$ cat config.mk
export PLATFORM = sky130hd
export DESIGN_NAME = layer_out_serializer
export DESIGN_NICKNAME = d
export VERILOG_FILES = /design/src/rtl/layer_out_serializer.sv
export SDC_FILE = /design/constraint.sdc
export NUM_CORES = 1
export LEC_CHECK = 0
export BUFFER_PORTS_ARGS = -buffer_cell sky130_fd_sc_hd__clkbuf_2
export CELL_PAD_IN_SITES_DETAIL_PLACEMENT = 1
export CELL_PAD_IN_SITES_GLOBAL_PLACEMENT = 2
export CORE_ASPECT_RATIO = 0.8
export CORE_MARGIN = 2
export CORE_UTILIZATION = 25
export CTS_CLUSTER_DIAMETER = 50
export CTS_CLUSTER_SIZE = 8
export DETAILED_ROUTE_END_ITERATION = 16
export PLACE_DENSITY = 0.58
export SLEW_MARGIN = 20
export SYNTH_ARGS = -nofsm -noshare
export SYNTH_HDL_FRONTEND = slang
export SYNTH_SLANG_ARGS = --single-unit
$ cat constraint.sdc
create_clock -name clk -period 11.3 [get_ports clk]
set_input_delay 1.13 -clock clk [delete_from_list [all_inputs] [get_ports clk]]
set_output_delay 1.13 -clock clk [all_outputs]
set_load 0.02 [all_outputs]
$ cat src/rtl/layer_out_serializer.sv
// layer_out_serializer: buffers wide pixel vectors coming out of a conv layer
// in a small FIFO and replays each one as a stream of channel words on a
// ready/valid interface, tagging the last word of every pixel and of every
// frame. The layer cannot be stalled, so a full FIFO drops vectors and
// raises a sticky overflow flag.
module layer_out_serializer #(
    parameter int DATA_WIDHT = 32,
    parameter int CHANNEL    = 8,
    parameter int IMG_WIDTH  = 46,
    parameter int IMG_HEIGHT = 46,
    parameter int FIFO_DEPTH = 4
) (
    input  logic                             clk,
    input  logic                             rst,
    input  logic                             Valid_In,
    input  logic [DATA_WIDHT*CHANNEL-1:0]    Data_In,
    output logic [DATA_WIDHT-1:0]            Word_Out,
    output logic                             Word_Valid,
    input  logic                             Word_Ready,
    output logic                             Word_Last_Pixel,
    output logic                             Frame_Last,
    output logic                             Frame_Done,
    output logic                             Overflow,
    output logic [$clog2(FIFO_DEPTH):0]      Fifo_Count
);

    localparam int VEC_W = DATA_WIDHT * CHANNEL;
    localparam int AW    = $clog2(FIFO_DEPTH);
    localparam int CNTW  = AW + 1;
    localparam int CW    = (CHANNEL > 1) ? $clog2(CHANNEL) : 1;
    localparam int XW    = (IMG_WIDTH > 1) ? $clog2(IMG_WIDTH) : 1;
    localparam int YW    = (IMG_HEIGHT > 1) ? $clog2(IMG_HEIGHT) : 1;

    localparam logic [CW-1:0]   LAST_CHAN = CW'(CHANNEL - 1);
    localparam logic [XW-1:0]   LAST_COL  = XW'(IMG_WIDTH - 1);
    localparam logic [YW-1:0]   LAST_ROW  = YW'(IMG_HEIGHT - 1);
    localparam logic [CNTW-1:0] DEPTH_CNT = CNTW'(FIFO_DEPTH);

    localparam logic [0:0] ST_IDLE = 1'b0;
    localparam logic [0:0] ST_SEND = 1'b1;

    logic [VEC_W-1:0] fifoMem [FIFO_DEPTH];
    logic [AW-1:0]    wrPtr_q, rdPtr_q;
    logic [CNTW-1:0]  fifoCount_q;

    logic [0:0]       state_q, state_d;
    logic [VEC_W-1:0] shiftReg_q, shiftReg_d;
    logic [CW-1:0]    chan_q, chan_d;
    logic [XW-1:0]    col_q, col_d;
    logic [YW-1:0]    row_q, row_d;
    logic             overflow_q;
    logic             frameDone_q;

    logic sending, handshake, lastChan, frameLast;
    logic fifoEmpty, fifoFull;
    logic popIdle, popSend, pop, push, dropped;

    // Handshake, marker and FIFO push/pop decisions for the current cycle
    always_comb begin
        sending   = (state_q == ST_SEND);
        handshake = sending && Word_Ready;
        lastChan  = sending && (chan_q == LAST_CHAN);
        frameLast = lastChan && (col_q == LAST_COL) && (row_q == LAST_ROW);
        fifoEmpty = (fifoCount_q == '0);
        fifoFull  = (fifoCount_q == DEPTH_CNT);
        popIdle   = (state_q == ST_IDLE) && !fifoEmpty;
        popSend   = handshake && lastChan && !fifoEmpty;
        pop       = popIdle || popSend;
        push      = Valid_In && (!fifoFull || popSend);
        dropped   = Valid_In && fifoFull && !popSend;
    end

    // Serializer next state: load a vector, shift out a word per handshake,
    // and advance the pixel position after the final channel
    always_comb begin
        state_d    = state_q;
        shiftReg_d = shiftReg_q;
        chan_d     = chan_q;
        col_d      = col_q;
        row_d      = row_q;
        case (state_q)
            ST_IDLE: begin
                if (popIdle) begin
                    shiftReg_d = fifoMem[rdPtr_q];
                    chan_d     = '0;
                    state_d    = ST_SEND;
                end
            end
            ST_SEND: begin
                if (handshake) begin
                    if (!lastChan) begin
                        shiftReg_d = shiftReg_q >> DATA_WIDHT;
                        chan_d     = chan_q + 1'b1;
                    end else begin
                        if (col_q == LAST_COL) begin
                            col_d = '0;
                            row_d = (row_q == LAST_ROW) ? '0 : row_q + 1'b1;
                        end else begin
                            col_d = col_q + 1'b1;
                        end
                        if (!fifoEmpty) begin
                            shiftReg_d = fifoMem[rdPtr_q];
                            chan_d     = '0;
                        end else begin
                            chan_d  = '0;
                            state_d = ST_IDLE;
                        end
                    end
                end
            end
            default: state_d = ST_IDLE;
        endcase
    end

    // FIFO storage; contents need no reset because the pointers are cleared
    always_ff @(posedge clk) begin
        if (push && !rst) begin
            fifoMem[wrPtr_q] <= Data_In;
        end
    end

    // Control state, FIFO bookkeeping and sticky/pulse status flags
    always_ff @(posedge clk) begin
        if (rst) begin
            state_q     <= ST_IDLE;
            shiftReg_q  <= '0;
            chan_q      <= '0;
            col_q       <= '0;
            row_q       <= '0;
            wrPtr_q     <= '0;
            rdPtr_q     <= '0;
            fifoCount_q <= '0;
            overflow_q  <= 1'b0;
            frameDone_q <= 1'b0;
        end else begin
            state_q    <= state_d;
            shiftReg_q <= shiftReg_d;
            chan_q     <= chan_d;
            col_q      <= col_d;
            row_q      <= row_d;
            if (push) begin
                wrPtr_q <= wrPtr_q + 1'b1;
            end
            if (pop) begin
                rdPtr_q <= rdPtr_q + 1'b1;
            end
            case ({push, pop})
                2'b10:   fifoCount_q <= fifoCount_q + 1'b1;
                2'b01:   fifoCount_q <= fifoCount_q - 1'b1;
                default: fifoCount_q <= fifoCount_q;
            endcase
            if (dropped) begin
                overflow_q <= 1'b1;
            end
            frameDone_q <= handshake && frameLast;
        end
    end

    // Output drive; the word bus reads zero whenever nothing is offered
    always_comb begin
        Word_Valid      = sending;
        Word_Out        = sending ? shiftReg_q[DATA_WIDHT-1:0] : '0;
        Word_Last_Pixel = lastChan;
        Frame_Last      = frameLast;
        Frame_Done      = frameDone_q;
        Overflow        = overflow_q;
        Fifo_Count      = fifoCount_q;
    end

endmodule

# Word level (Yosys, flattened, before mapping)
# Memory sizes are Yosys's and may differ from the RTL's. A register that Yosys moved wholly into a read port is not among the register bits.
# Cells that the tools add are included.
totals:
  ff_bits: 281
  ram_bits: 1024
  out_inout_bits: 40
  word_cells: 74
  mem_count: 1
memory_table:
  columns: ["name", "depth", "word_bits", "read_ports", "rd_clocked_by_memory_dff", "write_ports", "line", "text"]
  rows:
  - ["fifoMem", 4, 256, 1, 1, 1, "42", "logic [VEC_W-1:0] fifoMem [FIFO_DEPTH];"]
classes:
  n_addsub: 7
  n_eq_ne: 9
  muxes: 22
  bitwise_logic: 1
  n_reduce_logical: 24
ops:
  columns: ["op", "n"]
  rows:
  - ["$mux W256", 4]
  - ["$pmux W256 S2", 1]
  - ["$mux W32", 1]
  - ["$add A6 B1 Y6 const B", 2]
  - ["$eq A6 B6 Y1 const B", 2]
  - ["$logic_and A1 B1 Y1", 12]
  - ["$mux W6", 2]
  - ["$pmux W3 S2", 2]
  - ["$mux W3", 3]
  - ["$add A3 B1 Y3 const B", 2]
  - ["$eq A3 B3 Y1 const B", 2]
  - ["$mux W1", 6]
  - ["$reduce_and A3 Y1", 2]
  - ["$add A2 B1 Y2 const B", 2]
  - ["$logic_not A1 Y1", 4]
  - ["$mux W2", 2]
  - ["$reduce_and A4 Y1", 1]
  - ["$logic_not A3 Y1", 1]
  - ["$ne A3 B3 Y1 const B", 1]
  - ["$sub A3 B1 Y3 const B", 1]
  - ["$eq A2 B1 Y1 const B", 1]
  - ["$eq A2 B2 Y1 const B", 1]
  - ["$logic_or A1 B1 Y1", 2]
  - ["$ne A2 B1 Y1 const B", 1]
  - ["5 further kinds", 5]

# Depth between registers and ports, before layout
logic_depth:
  depth_word: 9
  mapped_depth: 11

# Least setup slack after synthesis
# OpenSTA, ideal clock, no wires.
synth_timing:
  path_kind: "input -> register"
  startpoint: "input port Word_Ready"
  endpoint: "memory fifoMem[0][0] (netlist name), enable pin"
  setup_ps: 651
  arrival_ps: 7711
  required_ps: 10649
  setup_slack_ps: 2938
  path_stages: 5
  n_path_buf: 1
  cell_sequence: "and3_1 -> clkbuf_1 -> o41ai_4 -> nor2_1 -> and2_1"
synth_between:
  elab_chain_len: 8
synth_rtl:
  columns: ["item", "line", "text"]
  rows:
  - ["from (decl)", "19", "input logic Word_Ready,"]
  - ["$logic_and A1 B1 Y1", "61", "handshake = sending && Word_Ready;"]
  - ["$logic_and A1 B1 Y1 (2 in a row)", "67", "popSend = handshake && lastChan && !fifoEmpty;"]
  - ["$logic_or A1 B1 Y1", "69", "push = Valid_In && (!fifoFull || popSend);"]
  - ["$logic_and A1 B1 Y1", "69", null]
  - ["$logic_and A1 B1 Y1", "117", "if (push && !rst) begin"]
  - ["$mux W1", "117", null]
  - ["$mux W1 (not written as such)", "118", "fifoMem[wrPtr_q] <= Data_In;"]
  - ["to (decl)", "42", null]
# No other way between the ends.

# Worst setup path in the final report
layout_timing:
  startpoint: "register chan_q[0]"
  endpoint: "register shiftReg_q[154]"
layout_between:
  elab_chain_len: 5
  word_cells_on_any_way: 7
layout_rtl:
  columns: ["item", "line", "text"]
  rows:
  - ["from (decl)", "48", "logic [CW-1:0] chan_q, chan_d;"]
  - ["from (signal assigned)", "138", "chan_q <= chan_d;"]
  - ["$eq A3 B3 Y1 *", "62", "lastChan = sending && (chan_q == LAST_CHAN);"]
  - ["$logic_and A1 B1 Y1 *", "62", null]
  - ["$mux W256", "91", "if (!lastChan) begin"]
  - ["$mux W256", "90", "if (handshake) begin"]
  - ["$pmux W256 S2", "81", "case (state_q)"]
  - ["to (signal assigned)", "137", "shiftReg_q <= shiftReg_d;"]
  - ["to (decl)", "47", "logic [VEC_W-1:0] shiftReg_q, shiftReg_d;"]
# Mark *: on every way between the ends. The rest lies on a longest branch, timed or not. The select of a mux whose other input is x is not followed.
# A chain may end at the register's enable or synchronous reset.

==> flow_summary.json <==
{
  "outcome": "complete, no violations",
  "number_of_antenna_violations_at_the_first_check_in_global_routing": 66,
  "fin_setup_tns_ns": 0,
  "critPathKind": "flip-flop to flip-flop",
  "timing.final.max_slew_violations": 0,
  "cap_viol_max_count": 0,
  "track_usage_pct": 14.2,
  "num-nets-final": 3441,
  "drt_iter0_markers": 1661,
  "synth.top_cell.area_share_pct": 62.9,
  "critical_path.startpoint_type": "flip-flop",
  "synthCells": 2841,
  "vias_per_cell": 4.47,
  "half_perimeter_wire_length_after_detailed_placement_um": 87100,
  "post_route_cells_drive_above_1_share_pct": 24.7,
  "initial_standard_cell_utilization_of_the_core_pct": 25.1,
  "critical_path.slowest_cell": "sky130_fd_sc_hd__buf_4",
  "clk_slew_on_worst_s_h_paths_ns": 0.05,
  "layout.filler_cells": 20321,
  "die_height_um": 400,
  "final.setup_skew_ns": 0.0350,
  "core_mm2": 0.195,
  "grt_start_max_net_pins": 199,
  "die_width_um": 498,
  "gr-total-overflow": 0,
  "cts_sinks": 1307,
  "ordered_cell_list_for_the_critical_path": "ha_1 > ha_1 > nand2b_4 > a21oi_4 > buf_12 > buf_12 > buf_4 > nor2_1 > a311oi_1",
  "reg2reg_from": "chan_q[0]$_SDFFE_PP0P_",
  "path_depth": 9,
  "cp_data_required_time_ns": 11.99,
  "post_cts_resize_count": 0,
  "final_cell_mix": "1024 x sky130_fd_sc_hd__edfxtp_1, 456 x sky130_fd_sc_hd__nand2_1, 298 x sky130_fd_sc_hd__clkbuf_2",
  "synth-seq-area-share_pct": 74.5,
  "flow.area_growth_from_synthesis_pct": 20.6,
  "cts_buffer_depth": 3,
  "rows": 145,
  "ys_ff_latch": 1307,
  "hold_violations": 0,
  "worst_hold_startpoint": "chan_q[2]$_SDFFE_PP0P_",
  "totalPowerFinal_mw": 14.9,
  "die_area_mm2": 0.199,
  "cts_hold_buffers": 0,
  "wl_um": 142000,
  "r2r.worst_path.cells": 9,
  "crit_path_max_incr_delay_ns": 0.84,
  "synth_cell_types": 44,
  "layout.cells.most_common": "sky130_fd_sc_hd__edfxtp_1",
  "route.vias.total": 26446,
  "worstHoldPathType": "flip-flop to flip-flop",
  "synth-edff-count": 1024,
  "regToRegSetupSlack_ns": 6.79,
  "drc": 0,
  "count_of_buffers_inserted_at_the_top_level_ports": 299,
  "synth.area.top_cells": "sky130_fd_sc_hd__edfxtp_1 63%, sky130_fd_sc_hd__mux4_2 12%, sky130_fd_sc_hd__dfxtp_1 12%, sky130_fd_sc_hd__a311oi_1 4.0%, sky130_fd_sc_hd__nand2_1 3.5%",
  "ir_worst_vdd_v": 0.000310,
  "syn-num-nets": 3113,
  "setup_viol": 0,
  "via_count_of_the_first_global_routing_pass": 27893,
  "critPathCaptureType": "flip-flop",
  "timing.critical_path.max_delay_family": "buffers and inverters",
  "layout_worst_path_cycle_share_pct": 39.9,
  "final_wtd_congestion": 0.695,
  "timing_worst_slew_pin_value_ns": 1.05,
  "yosys_warnings": 0,
  "dp_cells": 5549,
  "worstPathArrival_ns": 5.20,
  "grt_pass1_wl_um": 205000,
  "cts_buf_count": 190,
  "slew_headroom_pct": 30.0,
  "drt-pass1-iter-count": 5,
  "cts_tree": "yes",
  "hold_depth": 2,
  "clk_root_buffer_cell": "sky130_fd_sc_hd__clkbuf_16",
  "synthesis.area_per_instance_um2": 17.2,
  "achievable-frequency_mhz": 222,
  "yosysTopAreaCell": "sky130_fd_sc_hd__edfxtp_1",
  "cp.buffers_inverters": 3,
  "clock_latency_ns": 0.81,
  "grt_setup_unrepaired": "false",
  "power.density_cell_area_mw_per_mm2": 253,
  "finalCriticalPeriod_ns": 4.51,
  "hold_path_end": "chan_q[2]$_SDFFE_PP0P_",
  "number_of_nets_still_failing_antenna_checks_after_routing": 0,
  "cts.repair_timing.setup_buffer_count": 0,
  "netlist_area_mm2": 0.0489,
  "routed_length_per_instance_um": 24.0,
  "ys_dominant_reg_cell": "sky130_fd_sc_hd__edfxtp_1",
  "ys_async_sr_fraction_pct": 0,
  "crit_fanout": 198,
  "cts_htree_levels": 4,
  "leakagePower_nw": 19.3,
  "critical_path.reg2reg.endpoint": "shiftReg_q[154]$_SDFFE_PP0P_",
  "final_core_util_pct": 30.3,
  "final_cell_count_no_fill": 5916,
  "pin_count": 300
}
sequential cells by signal, summed over array words and instances, names as in the netlist, named ones only:
register    cells
fifoMem      1024
col_q           6
Word_Valid      1
Fifo_Count      3
row_q           6
chan_q          3
wrPtr_q         2
rdPtr_q         2
Frame_Done      1
Overflow        1
shiftReg_q    256
per-stage QoR:
step / worst slack, ns / hold slack [ns] / cell area [um2]
final: 6.79 / 0.457 / 59000
after floorplan: 2.94 / 0.436 / 48900
after CTS: 6.80 / 0.463 / 58900
after global placement: 6.39 / 0.448 / 53100
after detailed placement: 6.34 / 0.456 / 53100
after global routing: 6.39 / 0.489 / 58900
how the worst max path moves through the flow:
stage                                 from                           end  slack (ns)
floorplan                       Word_Ready       fifoMem[0][0]$_DFFE_PP_        2.94
global placement                Word_Ready      fifoMem[0][87]$_DFFE_PP_        6.39
CTS                  Word_Valid$_SDFF_PP0_      fifoMem[0][87]$_DFFE_PP_        6.80
detailed placement              Word_Ready      fifoMem[0][87]$_DFFE_PP_        6.34
global route        chan_q[0]$_SDFFE_PP0P_  shiftReg_q[213]$_SDFFE_PP0P_        6.39
finish              chan_q[0]$_SDFFE_PP0P_  shiftReg_q[154]$_SDFFE_PP0P_        6.79
layer usage:
| metal | vias up | wire, um | global-route usage [%] |
|---|---|---|---|
| met5 | - | 308 | 0.0239 |
| met4 | 50 | 3160 | 3.69 |
| met3 | 265 | 9550 | 4.56 |
| met2 | 577 | 64300 | 21.9 |
| met1 | 13688 | 64700 | 19.2 |
| li1 | 11866 | - | - |
power breakdown:
part	internal, mW	leakage, nW	total, mW	switching (mW)
logic	1.22	4.87	3.35	2.13
clock network	3.30	2.74	5.44	2.14
registers	5.81	11.6	6.15	0.337
total	10.3	19.3	14.9	4.60
cells by family (layout without fill, tap and decap cells):
kind of cell	Yosys count	in the layout	synth area share (%)
DFF	1307	1307	74.5
and+or+nand+nor	773	773	6.31
AOI/OAI and AO/OA	278	278	4.94
muxes	258	258	11.8
buffers and inverters	203	698	1.94
adders and majority gates	12	12	0.322
xor gates and xnor gates	10	10	0.179
other	0	8	0
layout make-up:
type	count	area [um2]	share of cell area [%]
clock inverter	26	435	0.739
clock buffer	333	5370	9.12
antenna	8	20.0	0.0340
timing repair buffer	331	1880	3.20
inverter	8	30.0	0.0509
multi-input combinational	1331	11600	19.6
sequential	1307	36400	61.8
tap	2572	3220	5.46
worst reg2reg max path, stage by stage (launching register included):
cell                       delay (ns)
sky130_fd_sc_hd__dfxtp_1         0.32
sky130_fd_sc_hd__ha_1            0.20
sky130_fd_sc_hd__ha_1            0.27
sky130_fd_sc_hd__nand2b_4        0.49
sky130_fd_sc_hd__a21oi_4         0.34
sky130_fd_sc_hd__buf_12          0.35
sky130_fd_sc_hd__buf_12          0.99
sky130_fd_sc_hd__buf_4           1.03
sky130_fd_sc_hd__nor2_1          0.16
sky130_fd_sc_hd__a311oi_1        0.28
cell usage after synthesis, types with 2 or more instances:
master,instances
sky130_fd_sc_hd__a21oi_1,7
sky130_fd_sc_hd__nand4_1,4
sky130_fd_sc_hd__o21ai_0,3
sky130_fd_sc_hd__o31ai_1,2
sky130_fd_sc_hd__clkbuf_1,73
sky130_fd_sc_hd__mux2i_1,2
sky130_fd_sc_hd__and2_1,38
sky130_fd_sc_hd__nand2b_1,4
sky130_fd_sc_hd__buf_1,17
sky130_fd_sc_hd__nand2_1,456
sky130_fd_sc_hd__xor2_1,7
sky130_fd_sc_hd__or3_1,3
sky130_fd_sc_hd__edfxtp_1,1024
sky130_fd_sc_hd__o211ai_1,2
sky130_fd_sc_hd__nor2_1,245
sky130_fd_sc_hd__nand4b_1,2
sky130_fd_sc_hd__and3_1,2
sky130_fd_sc_hd__a22o_1,32
sky130_fd_sc_hd__buf_4,23
sky130_fd_sc_hd__dfxtp_1,283
sky130_fd_sc_hd__xnor2_1,3
sky130_fd_sc_hd__ha_1,11
sky130_fd_sc_hd__mux4_2,256
sky130_fd_sc_hd__buf_2,82
sky130_fd_sc_hd__a41oi_1,2
sky130_fd_sc_hd__inv_1,8
sky130_fd_sc_hd__a311oi_1,224
sky130_fd_sc_hd__nand3_1,6
sky130_fd_sc_hd__nor2b_1,5
(Power assumes the default switching activity.)
